## src/rtl/phrase_sequencer_pkg.sv

```systemverilog
// Types and constants shared by the phrase sequencer files.
// PHRASE_SEQ_LOOP_EN: defined = loop rows forever; undefined = stop in DONE after row 15.
package phrase_pkg;

    typedef struct packed {
        logic [7:0] note;
        logic [5:0] vol;
        logic [1:0] inst;
    } phrase_entry_t;

    localparam logic [15:0] EMPTY_ENTRY = 16'hFFFF;
    localparam logic [7:0]  NOTE_MAX    = 8'd107;
    localparam logic [7:0]  RST_NOTE    = 8'd36;
    localparam logic [5:0]  RST_VOL     = 6'd50;

    typedef enum logic [2:0] {
        ST_IDLE,
        ST_FETCH,
        ST_LATCH,
        ST_HOLD
`ifndef PHRASE_SEQ_LOOP_EN
        , ST_DONE
`endif
    } state_t;

    function automatic logic [7:0] clamp_note(input logic [7:0] raw);
        return (raw > NOTE_MAX) ? NOTE_MAX : raw;
    endfunction

endpackage

```

## src/rtl/phrase_sequencer_if.sv

```systemverilog
// Phrase-store row bus and per-channel voice outputs of the sequencer.
interface phrase_sequencer_if;

    logic [3:0]      row_o;
    logic [15:0]     channel_0;
    logic [15:0]     channel_1;
    logic [15:0]     channel_2;
    logic [15:0]     channel_3;
    logic [3:0][7:0] note_o;
    logic [3:0][5:0] vol_o;
    logic [3:0][1:0] inst_o;
    logic [3:0]      gate_o;
    logic [3:0]      key_on;

    modport master (
        output row_o, note_o, vol_o, inst_o, gate_o, key_on,
        input  channel_0, channel_1, channel_2, channel_3
    );

    modport slave (
        input  row_o, note_o, vol_o, inst_o, gate_o, key_on,
        output channel_0, channel_1, channel_2, channel_3
    );

endinterface

```

## src/rtl/phrase_sequencer_entry_decode.sv

```systemverilog
// Splits a 16-bit phrase entry into note/vol/inst, clamping the note to the playable range.
module phrase_entry_decode
    import phrase_pkg::*;
(
    input  logic [15:0]   i_entry,
    output phrase_entry_t o_fields,
    output logic          o_empty
);

    assign o_empty       = (i_entry == EMPTY_ENTRY);
    assign o_fields.note = clamp_note(i_entry[15:8]);
    assign o_fields.vol  = i_entry[7:2];
    assign o_fields.inst = i_entry[1:0];

endmodule

```

## src/rtl/phrase_sequencer.sv

```systemverilog
// Four-channel, 16-row phrase player: fetch a row, latch its entries, hold for row_period clocks.
// PHRASE_SEQ_LOOP_EN: defined = wrap to row 0 after row 15; undefined = stop in DONE until paused.
module phrase_sequencer
    import phrase_pkg::*;
#(
    parameter int CNT_W = 24
)
(
    input  logic             clk,
    input  logic             rst_active_high,
    input  logic             play_pause,
    input  logic [CNT_W-1:0] row_period,
    phrase_sequencer_if.master bus,
    output logic             phrase_end
);

    state_t          r_state;
    state_t          w_next;
    logic [3:0]      r_row;
    logic [CNT_W-1:0] r_cnt;
    logic [CNT_W-1:0] r_period;
    logic [3:0][7:0] r_note;
    logic [3:0][5:0] r_vol;
    logic [3:0][1:0] r_inst;
    logic [3:0]      r_gate;
    logic [3:0]      r_key_on;

    logic [3:0][15:0]    w_entry;
    phrase_entry_t [3:0] w_fields;
    logic [3:0]          w_empty;
    logic                w_expire;
    logic                w_latch;
    logic                w_advance;
    logic                w_phrase_end;

    assign w_entry[0] = bus.channel_0;
    assign w_entry[1] = bus.channel_1;
    assign w_entry[2] = bus.channel_2;
    assign w_entry[3] = bus.channel_3;

    genvar g;
    generate
        for (g = 0; g < 4; g++) begin : g_dec
            phrase_entry_decode u_dec (
                .i_entry  (w_entry[g]),
                .o_fields (w_fields[g]),
                .o_empty  (w_empty[g])
            );
        end
    endgenerate

    assign w_expire = (r_cnt == r_period - CNT_W'(1));

    always_ff @(posedge clk or posedge rst_active_high) begin
        if (rst_active_high) begin
            r_state <= ST_IDLE;
        end else begin
            r_state <= w_next;
        end
    end

    // Pause overrides every state, including a HOLD expiry in the same clock.
    always_comb begin
        w_next       = r_state;
        w_latch      = 1'b0;
        w_advance    = 1'b0;
        w_phrase_end = 1'b0;
        if (!play_pause) begin
            w_next = ST_IDLE;
        end else begin
            case (r_state)
                ST_IDLE:  w_next = ST_FETCH;
                ST_FETCH: w_next = ST_LATCH;
                ST_LATCH: begin
                    w_next  = ST_HOLD;
                    w_latch = 1'b1;
                end
                ST_HOLD: begin
                    if (w_expire) begin
                        w_next    = ST_FETCH;
                        w_advance = 1'b1;
                        if (r_row == 4'd15) begin
                            w_phrase_end = 1'b1;
`ifndef PHRASE_SEQ_LOOP_EN
                            w_next = ST_DONE;
`endif
                        end
                    end
                end
`ifndef PHRASE_SEQ_LOOP_EN
                ST_DONE:  w_next = ST_DONE;
`endif
                default:  w_next = ST_IDLE;
            endcase
        end
    end

    always_ff @(posedge clk or posedge rst_active_high) begin
        if (rst_active_high) begin
            r_row    <= '0;
            r_cnt    <= '0;
            r_period <= CNT_W'(1);
            r_gate   <= '0;
            r_key_on <= '0;
            for (int i = 0; i < 4; i++) begin
                r_note[i] <= RST_NOTE;
                r_vol[i]  <= RST_VOL;
                r_inst[i] <= 2'd0;
            end
        end else begin
            r_key_on <= '0;
            if (!play_pause) begin
                r_gate <= '0;
                r_cnt  <= '0;
            end else if (w_latch) begin
                r_cnt    <= '0;
                r_period <= (row_period == '0) ? CNT_W'(1) : row_period;
                for (int i = 0; i < 4; i++) begin
                    if (!w_empty[i]) begin
                        r_note[i]   <= w_fields[i].note;
                        r_vol[i]    <= w_fields[i].vol;
                        r_inst[i]   <= w_fields[i].inst;
                        r_gate[i]   <= 1'b1;
                        r_key_on[i] <= 1'b1;
                    end
                end
            end else if (w_advance) begin
                // Row 15 + 1 wraps to 0 in both builds.
                r_cnt <= '0;
                r_row <= r_row + 4'd1;
`ifndef PHRASE_SEQ_LOOP_EN
                if (w_phrase_end) begin
                    r_gate <= '0;
                end
`endif
            end else if (r_state == ST_HOLD) begin
                r_cnt <= r_cnt + CNT_W'(1);
            end
        end
    end

    assign bus.row_o   = r_row;
    assign bus.note_o  = r_note;
    assign bus.vol_o   = r_vol;
    assign bus.inst_o  = r_inst;
    assign bus.gate_o  = r_gate;
    assign bus.key_on  = r_key_on;
    assign phrase_end  = w_phrase_end;

endmodule
```

## src/flat_wrapper.sv

```systemverilog
// flat-port wrapper written by rule: the top's interface ports become plain ports
module phrase_sequencer_flat import phrase_pkg::*;
#(
    parameter int CNT_W = 24
)
  (clk, rst_active_high, play_pause, row_period, phrase_end, bus_row_o, bus_note_o, bus_vol_o, bus_inst_o, bus_gate_o, bus_key_on, bus_channel_0, bus_channel_1, bus_channel_2, bus_channel_3);
  phrase_sequencer_if bus_i ();
  input  logic clk;
  input  logic rst_active_high;
  input  logic play_pause;
  input  logic [CNT_W-1:0] row_period;
  output logic phrase_end;
  output wire logic [$bits(bus_i.row_o)-1:0] bus_row_o;
  output wire logic [$bits(bus_i.note_o)-1:0] bus_note_o;
  output wire logic [$bits(bus_i.vol_o)-1:0] bus_vol_o;
  output wire logic [$bits(bus_i.inst_o)-1:0] bus_inst_o;
  output wire logic [$bits(bus_i.gate_o)-1:0] bus_gate_o;
  output wire logic [$bits(bus_i.key_on)-1:0] bus_key_on;
  input wire logic [$bits(bus_i.channel_0)-1:0] bus_channel_0;
  input wire logic [$bits(bus_i.channel_1)-1:0] bus_channel_1;
  input wire logic [$bits(bus_i.channel_2)-1:0] bus_channel_2;
  input wire logic [$bits(bus_i.channel_3)-1:0] bus_channel_3;
  assign bus_row_o = bus_i.row_o;
  assign bus_note_o = bus_i.note_o;
  assign bus_vol_o = bus_i.vol_o;
  assign bus_inst_o = bus_i.inst_o;
  assign bus_gate_o = bus_i.gate_o;
  assign bus_key_on = bus_i.key_on;
  assign bus_i.channel_0 = bus_channel_0;
  assign bus_i.channel_1 = bus_channel_1;
  assign bus_i.channel_2 = bus_channel_2;
  assign bus_i.channel_3 = bus_channel_3;
  phrase_sequencer #(.CNT_W(CNT_W)) u_core (.clk(clk), .rst_active_high(rst_active_high), .play_pause(play_pause), .row_period(row_period), .bus(bus_i), .phrase_end(phrase_end));
endmodule
```

## config.mk

```make
export PLATFORM = sky130hd
export DESIGN_NAME = phrase_sequencer_flat
export DESIGN_NICKNAME = d
export VERILOG_FILES = /design/src/rtl/phrase_sequencer_pkg.sv /design/src/rtl/phrase_sequencer_if.sv /design/src/rtl/phrase_sequencer_entry_decode.sv /design/src/rtl/phrase_sequencer.sv /design/src/flat_wrapper.sv
export SDC_FILE = /design/constraint.sdc
export NUM_CORES = 1
export LEC_CHECK = 0
export ABC_AREA = 1
export CORE_ASPECT_RATIO = 0.6
export CORE_MARGIN = 2
export CORE_UTILIZATION = 45
export CTS_CLUSTER_SIZE = 25
export DETAILED_ROUTE_END_ITERATION = 6
export GPL_TIMING_DRIVEN = 0
export PLACE_DENSITY = 0.79
export SETUP_SLACK_MARGIN = 0.15
export SLEW_MARGIN = 20
export SYNTH_ARGS = -nofsm -noshare
export SYNTH_HDL_FRONTEND = slang
export SYNTH_SLANG_ARGS = --single-unit
```

## constraint.sdc

```tcl
create_clock -name clk -period 4.5 [get_ports clk]
set_input_delay 0.9 -clock clk [delete_from_list [all_inputs] [get_ports clk]]
set_output_delay 0.9 -clock clk [all_outputs]
set_load 0.05 [all_outputs]
```

Word-level counts from Yosys, hierarchy flattened
Index checks and enable logic that the tools add are counted.
- word-level logic and storage cells: 99
- bits of input ports: 91
- bits in registers: 127
- output and inout port bits: 77
- eq/ne operators: 18
- $lt $le $gt $ge: 4
- bitwise logic cells: 5
- mux-type cells: 36
- $add $sub $neg: 3
- reduce and logical (&&, ||, !) cells: 12
- operators with widths (operator ; number):
    24-bit 2-to-1 mux ; 5
    16-bit equality test (second input constant) ; 4
    8-bit by 7-bit greater-than comparator with 1-bit output (second input constant) ; 4
    8-bit 2-to-1 mux ; 4
    3-bit AND reduction ; 9
    24-bit by 1-bit adder with 24-bit output (second input constant) ; 1
    24-bit equality test ; 1
    24-bit zero test ; 1
    4-bit 2-to-1 mux ; 6
    24-bit by 1-bit subtractor with 24-bit output (second input constant) ; 1
    1-bit 2-to-1 mux ; 17
    3-bit case mux with 5 select lines ; 1
    3-bit inequality test (second input constant) ; 4
    3-bit 2-to-1 mux ; 3
    3-bit by 2-bit equality test with 1-bit output (second input constant) ; 2
    3-bit by 1-bit inequality test with 1-bit output (second input constant) ; 2
    1-bit inverter ; 5
    4-bit by 1-bit adder with 4-bit output (second input constant) ; 1
    4-bit equality test (second input constant) ; 1
    4-bit by 1-bit inequality test with 1-bit output (second input constant) ; 1
    3-bit by 1-bit equality test with 1-bit output (second input constant) ; 1
    3-bit equality test (second input constant) ; 1
    3-bit zero test ; 1
    3-bit by 2-bit inequality test with 1-bit output (second input constant) ; 1
    2-bit AND reduction ; 1

Longest topological paths before layout
- depth in word-level cells: 9
- mapped depth: 18
- depth with buffers taken out: 18

Cells and area by module
Synthesis repeated with hierarchy kept, for this count alone.
- cells, all modules: 1043
- area total of the unflattened synthesis: 7482.2 um2
- modules (own cells, without submodules) (module ; seq. area each (um2) ; instances ; area each (um2) ; cells an instance):
    phrase_sequencer ; 3204.3 ; 1 ; 6666.4 ; 887
    phrase_entry_decode ; 0.0 ; 4 ; 203.9 ; 39

Least setup slack after synthesis
Ideal clock, no wire load.
- path kind: reg2out
- start: register u_core.r_period[0]
- end: output port phrase_end
- slack: 1.178 ns
- data arrival time: 2.422 ns
- path buffers: 0
- stages on the path, launching flop included: 13
- required time: 3.600 ns
- path through: dfstp_2 inv_2 ha_1 nand2_2 nor2_8 nand2_1 xor2_1 nand4_1 nor3b_1 nand3_1 nor2_1 nand2_1 nor2_1
- cells in the longest elaborated chain, start to end: 5
- ends and longest elaborated chain (element ; line ; text):
    start, declared ; phrase_sequencer.sv:21 ; logic [CNT_W-1:0] r_period;
    start signal, assigned ; phrase_sequencer.sv:117 ; r_period <= (row_period == '0) ? CNT_W'(1) : row_period;
    24-bit by 1-bit subtractor with 24-bit output ; phrase_sequencer.sv:52 ; assign w_expire = (r_cnt == r_period - CNT_W'(1));
    24-bit equality test ; phrase_sequencer.sv:52 ;
    1-bit 2-to-1 mux ; phrase_sequencer.sv:79 ; if (w_expire) begin
    1-bit 2-to-1 mux ; phrase_sequencer.sv:71 ; case (r_state)
    1-bit 2-to-1 mux ; phrase_sequencer.sv:68 ; if (!play_pause) begin
    end, declared ; flat_wrapper.sv:12 ; output logic phrase_end;
No other way between the ends.

Final worst setup path
- start: register u_core.r_period[5]
- end: output port phrase_end
The elaborated chain is that of the path after synthesis.

==> metrics.md <==
| Metric | Value |
|---|---|
| Maximum VDD drop | `0.593 mV` |
| Sequence of cells on the critical path | `nor2_1 > nand2_1 > nor2_4 > buf_6 > nand4_1 > nand3_1 > and2_1 > nor3b_1 > nand3_1 > nor2_1 > nand2_1 > nor2_1 > clkbuf_2` |
| Routed wire length per instance | `between 15 and 20 um` |
| Crit path buf inv count | `2` |
| Die area | `15900 um^2` |
| Max cap viols | `0` |
| Number of synthesis warnings | `0` |
| Net count after synthesis | `941` |
| Hold crit path type | `flip-flop to flip-flop` |
| Cell Count, Final, Fillers Out | `~1200` |
| GRT busiest layer | `met2` |
| H-tree Lvls | `4` |
| CP max-delay cell | `dfrtp_1` |
| Chip Width | `162 um` |
| Clk_skew | `0.0150 ns` |
| Top cell type's share of synthesized area | `0.396` |
| Vias in the first global route | `6365` |
| IO Port Bufs | `167` |
| Initial DRT Pass Iterations | `5` |
| Total GRT Usage | `0.257` |
| Routability congestion estimate | `0.945` |
| Initial antenna violation count | `0` |
| GR Overflow Total | `0` |
| RSZ-0062 raised after global routing | `false` |
| Power per cell area | `669 nW/um^2` |
| Total Neg Setup Slack | `0 ns` |
| Crit path capture type | `output pin` |
| DRT antenna net count | `0` |
| Unique masters post-synth | `44` |
| Slew HR | `0.437` |
| Met3 track demand over resource | `0.0934` |
| Critical Path RT | `3.60 ns` |
| # diodes | `0` |
| Placed instance count | `roughly 1200` |
| Fin Hold WS | `0.465 ns` |
| Core ar. | `14500 um^2` |
| Initial Util | `0.462` |
| Post-route clock period utilization | `0.886` |
| CTS tree | `yes` |
| Seq/Total Area, Yosys | `0.478` |
| Crit path max-delay family | `simple AND/OR/NAND/NOR gates` |
| Fin nets | `roughly 1100` |
| Layout area overhead | `37.8%` |
| DRC | `0` |
| CP most frequent cell | `nor2_1` |
| Placed instance area | `approximately 8700 um^2` |
| 1st-iter DRT viols | `490` |
| Post-Syn Area per Cell | `just under 8 um^2` |
| Vias per cell | `5.14` |
| Fmax | `251 MHz` |
| Fin crit period | `approximately 4.0 ns` |
| Cells after Synth | `847` |
| Via count | `6394` |
| Finished Core Util | `0.637` |
| Worst-Margin Slew | `0.841 ns` |
| Post-Syn Area | `6700 um^2` |
| Layout fillers | `1228` |
| Worst path max stage delay | `0.44 ns` |
| Critical Path Source Type | `flip-flop` |
| Largest cells by area after synthesis | `dfrtp_1 (40%), nand2_1 (15%), dfstp_2 (8.2%), nor2_1 (4.7%), inv_1 (4.6%)` |
| FF+latch count, synth | `roughly 130` |
| Met2 Usage GRT | `0.396` |
| Final setup vio count | `0` |
| Worst skew pair latency | `roughly 0.42 ns` |
| Setup Fix Bufs, Post-CTS | `0` |
| First-pass GRT wire length | `32500 um` |
| CTS Buffer Depth | `2` |
| Final Hold Fails | `0` |
| Dpl hpwl | `14700 um` |
| Crit-path max FO | `10` |
| Cell row count | `34` |
| CTS Buf Count | `17` |
| Clock slew at the register clock pins of the worst setup and hold paths | `0.06 ns` |
| Share of cells above drive strength 1 | `0.0946` |
| Io pins | `~170` |
| LEAKAGE | `roughly 0.0042 uW` |
| Largest net degree at the start of global routing | `roughly 110` |
| Die Ht | `98.5 um` |
| Root buf cell | `clkbuf_16` |
| Met1 Track Usage GR | `0.349` |
| Outcome | `completed` |
| Slew Limit Fails | `0` |
| Yosys top cell by area | `dfrtp_1` |
| WP data arrival | `approximately 3.1 ns` |
| Worst setup path class | `flip-flop to output pin` |
| Finished Cell Area | `between 9000 and 10000 um^2` |
| CTS sink cnt | `127` |
| Routed wire length | `19400 um` |
[worst min-delay path, cell delays in order, from the launching register on]
cell	delay (ns)
dfstp_2	0.37
nand2_1	0.05
nand2_1	0.05
[power breakdown]
group          total, uW  switching [uW]  internal, uW
combinational       2890            1930           956
sequential          1900             316          1580
clock               1390             562           826
[final timing paths]
path	start	end	slack, ns	cells after the start
setup / recovery	u_core.r_period[5]	phrase_end	0.51	13
hold / removal	u_core.bus.vol_o[17]	u_core.bus.vol_o[17]	0.47	2
setup reg to reg	u_core.r_period[0]	u_core.r_cnt[11]	1.68	15
hold reg to reg	u_core.bus.vol_o[17]	u_core.bus.vol_o[17]	0.47	2
max in group asynchronous	rst_active_high	u_core.bus.vol_o[23]	2.90	3
min in group asynchronous	rst_active_high	u_core.bus.note_o[1]	0.81	2
[cells in the final DEF (no fill, tap or decap), types with 6 or more instances in the layout]
cell / netlist / final
dfrtp_1: 106 / 106
xor2_1: 26 / 26
nor2_1: 84 / 84
clkbuf_16: 0 / 17
o21ai_0: 39 / 39
nand2_1: 271 / 271
nor3_1: 8 / 8
a21oi_1: 7 / 7
clkbuf_1: 13 / 14
o22ai_1: 17 / 17
nand3b_1: 6 / 6
xnor2_1: 13 / 13
clkdlybuf4s50_1: 0 / 166
nand3_1: 40 / 40
nand4_1: 25 / 25
nand2_2: 8 / 8
inv_6: 0 / 6
dfstp_2: 21 / 21
nor2_4: 6 / 6
nor4_1: 12 / 12
nor2_2: 11 / 11
inv_1: 82 / 81
[cell families (layout without fill, tap and decap cells)]
logic type	Yosys count	count (layout)	synth area share
adder cells (fa/ha/maj)	3	3	0.00560
XOR/XNOR	39	39	0.0510
buffers and inverters	105	305	0.0631
flip-flops	127	127	0.478
AND/OR/NAND/NOR	486	486	0.326
AO/OA/AOI/OAI	87	87	0.0764
[repair_timing]
item                                    4_1_cts  5_1_grt
gates resized for setup                       1        2
endpoints found under the setup margin        1        1
hold endpoints to repair                      0        0
hold buffers                                  0        0
[per-layer routing]
layer | wire (um) | vias up
li1 | - | 3120
met3 | 2010 | 20
met5 | 0 | -
met1 | 8610 | 3025
met4 | 187 | 0
met2 | 8580 | 229
[metrics by stage]
stage / setup WS, ns / power, uW
2_1_floorplan: 0.250 / 3790
3_3_place_gp: -1.64 / 4710
3_5_place_dp: 0.229 / 4760
4_1_cts: 0.333 / 6180
5_1_grt: 0.213 / 6500
6_report: 0.513 / 6170
[final cells by class]
class                      count  area [um^2]  area share
inverter                      87          334      0.0362
sequential                   127         3200       0.347
multi-input combinational    615         3080       0.333
tap                          198          248      0.0268
timing repair buffer         168         1690       0.183
buffer                        18         96.3      0.0104
clock buffer                  18          429      0.0465
clock inverter                14          154      0.0167
[sequential cells by signal, summed over array words and instances, names as in the netlist]
name and cells:
u_core.bus.row_o 4, u_core.bus.key_on 4, u_core.bus.inst_o 8, u_core.r_state 3, u_core.bus.note_o 32, u_core.bus.vol_o 24
u_core.r_cnt 24, u_core.bus.gate_o 4, u_core.r_period 24
[Yosys cell counts, drive strengths merged]
library cell,instances
nand2,283
dfrtp,106
nor2,103
inv,84
o21ai,46
nand3,40
xor2,26
nand4,25
dfstp,21
o22ai,17
clkbuf,14
xnor2,13
nor4,12
nor3,9
a21oi,7
nand3b,6
o31ai,5
buf,4
o22a,4
a31oi,3
clkinv,3
ha,3
or2,3
and2,2
or4,2
a22o,1
a22oi,1
a31o,1
nor3b,1
o21bai,1
o31a,1
(Power assumes the default switching activity.)
